==> src/rtl/fw_verdict_enforcer.sv <==
// ==========================================================================================
// fw_verdict_enforcer: forwards firewall-passed AXI4-Stream packets, discards dropped ones.
// Rev 1.0
// ==========================================================================================
`timescale 1ns/1ps
`default_nettype none

module fw_verdict_enforcer #(
  parameter int DATA_W = 256,
  parameter int USER_W = 12,
  parameter int ID_W   = 3,
  parameter int CNT_W  = 32
) (
  input  logic                mlx2sbu_clk,
  input  logic                mlx2sbu_reset,
  input  logic                in_axi4stream_vld,
  output logic                in_axi4stream_rdy,
  input  logic [DATA_W-1:0]   in_axi4stream_tdata,
  input  logic [DATA_W/8-1:0] in_axi4stream_tkeep,
  input  logic                in_axi4stream_tlast,
  input  logic [USER_W-1:0]   in_axi4stream_tuser,
  input  logic [ID_W-1:0]     in_axi4stream_tid,
  output logic                out_axi4stream_vld,
  input  logic                out_axi4stream_rdy,
  output logic [DATA_W-1:0]   out_axi4stream_tdata,
  output logic [DATA_W/8-1:0] out_axi4stream_tkeep,
  output logic                out_axi4stream_tlast,
  output logic [USER_W-1:0]   out_axi4stream_tuser,
  output logic [ID_W-1:0]     out_axi4stream_tid,
  input  logic                drop_enable,
  input  logic                cnt_clear,
  output logic [CNT_W-1:0]    pkt_pass_cnt,
  output logic [CNT_W-1:0]    pkt_drop_cnt
);

  typedef enum logic [1:0] {
    S_IDLE = 2'd0,
    S_PASS = 2'd1,
    S_DROP = 2'd2
  } state_t;

  localparam logic [CNT_W-1:0] C_CNT_MAX = {CNT_W{1'b1}};

  state_t           r_state;
  state_t           w_state_nxt;
  logic [CNT_W-1:0] r_pass_cnt;
  logic [CNT_W-1:0] r_drop_cnt;
  logic             w_accept;
  logic             w_verdict_drop;
  logic             w_beat_drop;
  logic             w_load;
  logic             w_pass_evt;
  logic             w_drop_evt;

  // Drop packets are swallowed at line rate regardless of the output register.
  assign in_axi4stream_rdy = (r_state == S_DROP) ? 1'b1
                           : (~out_axi4stream_vld | out_axi4stream_rdy);

  assign w_accept       = in_axi4stream_vld & in_axi4stream_rdy;
  assign w_verdict_drop = drop_enable & in_axi4stream_tuser[0];
  assign w_beat_drop    = (r_state == S_DROP) | ((r_state == S_IDLE) & w_verdict_drop);
  assign w_load         = w_accept & ~w_beat_drop;
  assign w_pass_evt     = w_accept & in_axi4stream_tlast & ~w_beat_drop;
  assign w_drop_evt     = w_accept & in_axi4stream_tlast & w_beat_drop;

  always_comb begin
    w_state_nxt = r_state;
    case (r_state)
      S_IDLE: begin
        if (w_accept && !in_axi4stream_tlast) begin
          w_state_nxt = w_verdict_drop ? S_DROP : S_PASS;
        end
      end
      S_PASS, S_DROP: begin
        if (w_accept && in_axi4stream_tlast) begin
          w_state_nxt = S_IDLE;
        end
      end
      default: w_state_nxt = S_IDLE;
    endcase
  end

  always_ff @(posedge mlx2sbu_clk) begin
    if (mlx2sbu_reset) begin
      r_state <= S_IDLE;
    end else begin
      r_state <= w_state_nxt;
    end
  end

  // Output register: data only moves on a load, so it stays put across stalls.
  always_ff @(posedge mlx2sbu_clk) begin
    if (mlx2sbu_reset) begin
      out_axi4stream_vld   <= 1'b0;
      out_axi4stream_tdata <= '0;
      out_axi4stream_tkeep <= '0;
      out_axi4stream_tlast <= 1'b0;
      out_axi4stream_tuser <= '0;
      out_axi4stream_tid   <= '0;
    end else if (w_load) begin
      out_axi4stream_vld   <= 1'b1;
      out_axi4stream_tdata <= in_axi4stream_tdata;
      out_axi4stream_tkeep <= in_axi4stream_tkeep;
      out_axi4stream_tlast <= in_axi4stream_tlast;
      out_axi4stream_tuser <= in_axi4stream_tuser;
      out_axi4stream_tid   <= in_axi4stream_tid;
    end else if (out_axi4stream_rdy) begin
      out_axi4stream_vld   <= 1'b0;
    end
  end

  always_ff @(posedge mlx2sbu_clk) begin
    if (mlx2sbu_reset || cnt_clear) begin
      r_pass_cnt <= '0;
      r_drop_cnt <= '0;
    end else begin
      if (w_pass_evt && (r_pass_cnt != C_CNT_MAX)) begin
        r_pass_cnt <= r_pass_cnt + 1'b1;
      end
      if (w_drop_evt && (r_drop_cnt != C_CNT_MAX)) begin
        r_drop_cnt <= r_drop_cnt + 1'b1;
      end
    end
  end

  assign pkt_pass_cnt = r_pass_cnt;
  assign pkt_drop_cnt = r_drop_cnt;

endmodule

`default_nettype wire

==> config.mk <==
export PLATFORM = sky130hd
export DESIGN_NAME = fw_verdict_enforcer
export DESIGN_NICKNAME = d
export VERILOG_FILES = /design/src/rtl/fw_verdict_enforcer.sv
export SDC_FILE = /design/constraint.sdc
export NUM_CORES = 1
export LEC_CHECK = 0
export BUFFER_PORTS_ARGS = -buffer_cell sky130_fd_sc_hd__buf_2
export CELL_PAD_IN_SITES_DETAIL_PLACEMENT = 0
export CELL_PAD_IN_SITES_GLOBAL_PLACEMENT = 1
export CORE_AREA = 5 5 262 264
export DETAILED_ROUTE_END_ITERATION = 10
export DIE_AREA = 0 0 267 269
export PLACE_DENSITY = 0.54
export SETUP_SLACK_MARGIN = 0.1
export SLEW_MARGIN = 5
export SYNTH_ARGS = -nofsm -noshare
export SYNTH_HDL_FRONTEND = slang
export SYNTH_SLANG_ARGS = --single-unit
export TNS_END_PERCENT = 30
==> constraint.sdc <==
create_clock -name mlx2sbu_clk -period 4.7 [get_ports mlx2sbu_clk]
set_clock_uncertainty 0.1 [all_clocks]
set_input_delay 0.47 -clock mlx2sbu_clk [delete_from_list [all_inputs] [get_ports mlx2sbu_clk]]
set_output_delay 0.47 -clock mlx2sbu_clk [all_outputs]
set_load 0.03 [all_outputs]
== Yosys cells after proc, flatten, opt, wreduce, memory -nomap -nowiden ==
Cells that the tools add are included.
Word-level totals
  word-level logic and storage cells: 45
  register bits after elaboration: 371
  input port bits: 310
  output and inout bits: 370
Operators by class
  add/sub/neg operators: 2
  bitwise gates (word level): 11
  reduce and logical (&&, ||, !) cells: 10
  multiplexer cells: 7
  equal/unequal tests: 6
Operators with widths (count)
  32-bit by 1-bit adder with 32-bit output, second input constant: 2
  32-bit inequality test, second input constant: 2
  1-bit AND: 7
  2-bit two-way mux: 3
  1-bit logical AND: 4
  2-bit case mux with 2 select lines: 1
  1-bit two-way mux: 3
  2-bit by 1-bit == test with 1-bit output, second input constant: 1
  2-bit == test, second input constant: 1
  2-bit logical NOT: 1
  2-bit by 1-bit inequality test with 1-bit output, second input constant: 1
  2-bit inequality test, second input constant: 1
  1-bit inverter: 2
  1-bit OR: 2
  2-bit AND reduction: 1
  2-bit nonzero test: 1
  2-bit OR reduction: 1
  1-bit logical NOT: 1
  1-bit logical OR: 1

== Longest topological paths before layout ==
  word-level depth: 7
  gate-level depth with buffers: 10
  mapped depth without buffers: 8

== Worst setup path after synthesis ==
No wires, ideal clock.
  path kind: reg2reg
  start: register r_state[0]
  end: register out_axi4stream_tdata[164]
  arrival: 2.362 ns
  stages on the path, launching flop included: 10
  period minus slack after synthesis: 2.532 ns
  setup time: 0.070 ns
  path buffers: 2
  setup slack: 2.168 ns
  required time: 4.530 ns
  path through: dfxtp_1 > inv_1 > ha_1 > nor3b_1 > inv_1 > nand3_1 > clkbuf_1 > buf_1 > nand2_1 > a21oi_1
Between the ends
  elaborated cells on any way between the ends: 8
  classes of those cells: 1 x eq/ne; 1 x mux; 5 x bitwise; 1 x reduce/logical
RTL lines
  start, declared: RTL line 44  | state_t r_state;
  start signal, assigned: RTL line 87  | r_state <= w_state_nxt;
  2-bit == test: RTL line 56  | assign in_axi4stream_rdy = (r_state == S_DROP) ? 1'b1
  1-bit two-way mux: RTL line 56
  named net in_axi4stream_rdy: RTL line 17  | output logic in_axi4stream_rdy,
  1-bit AND: RTL line 59  | assign w_accept = in_axi4stream_vld & in_axi4stream_rdy;
  1-bit AND: RTL line 62  | assign w_load = w_accept & ~w_beat_drop;
  end signal, assigned: RTL line 102  | out_axi4stream_tdata <= in_axi4stream_tdata;
  end, declared: RTL line 25  | output logic [DATA_W-1:0] out_axi4stream_tdata,
The timed path passes the listed nets, and every way through them passes these cells.
A chain may end at the register's enable or synchronous reset.

== Worst setup path in the final report ==
  start: register r_state[0]
  end: register out_axi4stream_tdata[15]
Between the ends
  word-level cells in the longest chain between the ends: 5
  elaborated cells on any way between the ends: 8
  classes of those cells: 1 x eq/ne; 1 x mux; 5 x bitwise; 1 x reduce/logical
RTL lines
  2-bit logical NOT: RTL line 61  | assign w_beat_drop = (r_state == S_DROP) | ((r_state == S_IDLE) & w_verdict_drop);
  1-bit AND: RTL line 61
  1-bit OR: RTL line 61
  1-bit inverter: RTL line 62
  1-bit AND *: RTL line 62
Every way passes the cells marked *; elsewhere a longest branch is shown, timed or not.

==> flow_summary.ini <==
[drt]
drt_iter0_markers = 776
dr.pass1.iters = 5
ant_nets = 0
drt-total-wl_um = 61900
post_drt_wl_per_cell_um = 17.7
drc = 0
vias = 15300
viasPerCell = 4.38

[sta]
grt_setup_unrepaired = no
fin_ws_ns = 1.68
finalHoldViolCount = 0
slew_headroom_pct = 37.0
setup_viol = 0
fin_setup_tns_ns = 0
period_needed_ns = 3.02
fin_crit_sh_pct = 64.3
final_max_slew_viol_count = 0
clock.fmax_ghz = 0.331
worstMarginPinSlew_ns = 0.942

[power]
pwr-share-comb_pct = 16.0
intPower_mw = 6.19
power.leakage_nw = 9.60
switching_power_mw = 2.49
p_sw_share_pct = 28.6
peakVddDrop_v = 0.000250
powerDensity_mw_per_mm2 = 398
p_seq_share_pct = 39.4
clkPwrFrac_pct = 44.6

[synthesis]
synth-main-ff-cell = dfxtp_1
seq_area_frac_synth_pct = 53.7
synth.most_common_cell = nand2_1
synth_edf_count = 0
synthCells = 1760
synth_top_cell_area_share_pct = 53.7
synth_fp_nets = 2074
synth.ff_latch_count = 371
synth_area_leaders = dfxtp_1, nand2_1, a21oi_1
synth_area_per_cell_um2 = 7.87
ys_warn_count = 0
synth_area_leader_cell = dfxtp_1
postSynth.asyncResetShare_pct = 0
syn_area_mm2 = 0.0138
synth_common_cells = nand2_1, dfxtp_1, a21oi_1, clkbuf_1, or3_1
synth_cell_type_count = 46

[global_route]
antenna_found_initial = 11
grt_max_degree = 181
grt_overflow = 0
grt_usage_pct = 15.8
grt_pass1_vias = 15200
grt_pass1_wl_um = 90300

[cells_and_area]
multi_input_area_mm2 = 0.00593
drive_above_1_share_pct = 29.9
ff_latch_area_mm2 = 0.00743
fillers = 7213
area_delta_synth_final_pct = 57.5
fin_nets = 2893

[place]
place.gp.congestion = 0.831
hpwl_um = 45100
port_buffers = 679
pre_cts_ws_ns = 1.66

[critical_path]
startpoint = r_state[0]$_SDFFE_PP0P_
critPathKind = reg -> reg
crit_top_cell = inv_1
regToRegStartpoint = r_state[0]$_SDFFE_PP0P_
crit_cells = 8
crit_required_ns = 5.09
path_max_fanout = 56
critPathArrivalTime_ns = 3.41
worst_setup_path_start_kind = flop
r2r-end = out_axi4stream_tdata[15]$_SDFFE_PP0P_
max_stage_delay_ns = 0.61
crit_path_top_delay_cell = nand3_4
crit_path_cell_trace = inv_1 > ha_1 > nor3b_1 > inv_1 > nand3_4 > buf_4 > nand2_1 > a21oi_1
rr_worst_depth = 8
r2r_slack_ns = 1.68
path_buf_inv = 3
end_kind = flop
cp_top_family = simple AND/OR/NAND/NOR gates
endpoint = out_axi4stream_tdata[15]$_SDFFE_PP0P_

[floorplan]
initial_core_util_pct = 20.9
ios = 680
num_rows = 95
dieWidth_um = 267
dieArea_mm2 = 0.0718
die_y_um = 269
core_area_mm2 = 0.0663

[flow_run]
maxCapViolations = 0

[cts]
clk_latency_ns = 0.57
cts-root-buf = clkbuf_16
cts_tree = built
postCtsSetupRepairBufs = 0
numCtsBuffers = 47
clockBufferDepth = 3
cts_num_sinks = 371
clk_pin_slew_ns = 0.06
cts_max_level = 2

[min_path]
hp-start = in_axi4stream_tdata[209]
worstHoldPathType = in -> reg

[run_status]
status = complete, no violations
-- cells in the final DEF (no fill, tap or decap), types with 6 or more instances in the layout --
cell	instances
buf_2	678
or3_1	36
and4_1	11
nor3_1	6
buf_4	8
nand2_1	647
o31ai_1	21
diode_2	6
nor4_1	8
or4_1	24
inv_1	7
dfxtp_1	371
clkbuf_1	6
mux2i_1	8
o21ai_0	28
clkbuf_8	21
and3_1	12
nand3_1	22
nand4_1	25
dlygate4sd3_1	202
clkbuf_16	47
a21oi_1	351
buf_12	6
nor2_1	12
-- cell type report --
class | count | share of cell area [%]
diodes | 6 | 0.0689
clock buffers | 74 | 6.82
clock inverters | 12 | 0.941
inverters | 7 | 0.121
multi-input cells | 1257 | 27.2
flip-flops and latches | 371 | 34.1
well taps | 873 | 5.01
repair buffers | 895 | 25.7
-- repair_timing --
action | in CTS | in global routing
endpoints found under the setup margin | 0 | 0
hold buffers | 202 | 0
gates resized for setup | 0 | 0
endpoints found under the hold margin | 202 | 0
-- worst min-delay path, delay by kind of cell --
| kind | cells | cell delay [ns] |
|---|---|---|
| AND/OR/NAND/NOR | 1 | 0.04 |
| buffers and inverters | 1 | 0.10 |
| AO/OA/AOI/OAI | 1 | 0.05 |
-- flip-flops by register name, indices dropped and copies added, names as in the netlist, 2 cells and up --
signal / count
out_axi4stream_tid: 3
out_axi4stream_tdata: 256
out_axi4stream_tuser: 12
pkt_drop_cnt: 32
pkt_pass_cnt: 32
r_state: 2
out_axi4stream_tkeep: 32
-- power groups by stage --
stage / sequential, mW / clock [mW] / combinational, mW
after global routing: 3.44 / 4.14 / 1.50
after detailed placement: 3.48 / 0 / 1.27
final: 3.42 / 3.87 / 1.39
after CTS: 3.42 / 4.01 / 1.41
after global placement: 3.48 / 0 / 1.26
after floorplan: 3.84 / 0 / 0.395
-- metrics by stage --
step	cell area (um2)	cells	hold slack (ns)	util, %	power, mW
finish	21800	3495	0.0388	32.9	8.68
global route	21800	3493	0.00943	32.9	9.08
CTS	21800	3489	0.0000722	32.8	8.84
detailed placement	18100	3201	0.343	27.2	4.75
global placement	18100	3201	0.338	27.2	4.74
floorplan	13800	1760	0.484	-	4.23
-- worst min-delay path by stage --
stage / slack (ns) / depth (start not counted) / end
finish: 0.04 / 3 / out_axi4stream_tdata[209]$_SDFFE_PP0P_
global route: 0.009 / 3 / out_axi4stream_tdata[209]$_SDFFE_PP0P_
global placement: 0.34 / 2 / out_axi4stream_tdata[229]$_SDFFE_PP0P_
floorplan: 0.48 / 2 / out_axi4stream_tdata[212]$_SDFFE_PP0P_
CTS: 0.00007 / 3 / out_axi4stream_tdata[209]$_SDFFE_PP0P_
detailed placement: 0.34 / 2 / out_axi4stream_tdata[186]$_SDFFE_PP0P_
-- cell families (layout without fill, tap and decap cells) --
logic type,Yosys count,count (layout),share of synthesized area (%)
and+or+nand+nor,821,821,25.5
AOI/OAI and AO/OA,420,420,16.0
DFF,371,371,53.7
buffers and inverters,132,988,3.62
muxes,9,9,0.660
adders and majority gates,4,4,0.362
xor gates and xnor gates,3,3,0.190
other,0,6,0
-- layer usage --
layer,GRT usage (%),wire [um],vias to the layer above
met5,0,52,-
met4,5.36,1970,10
li1,-,-,7583
met1,18.2,23700,7106
met2,27.5,31000,480
met3,5.63,5160,126
(Power assumes the default switching activity.)
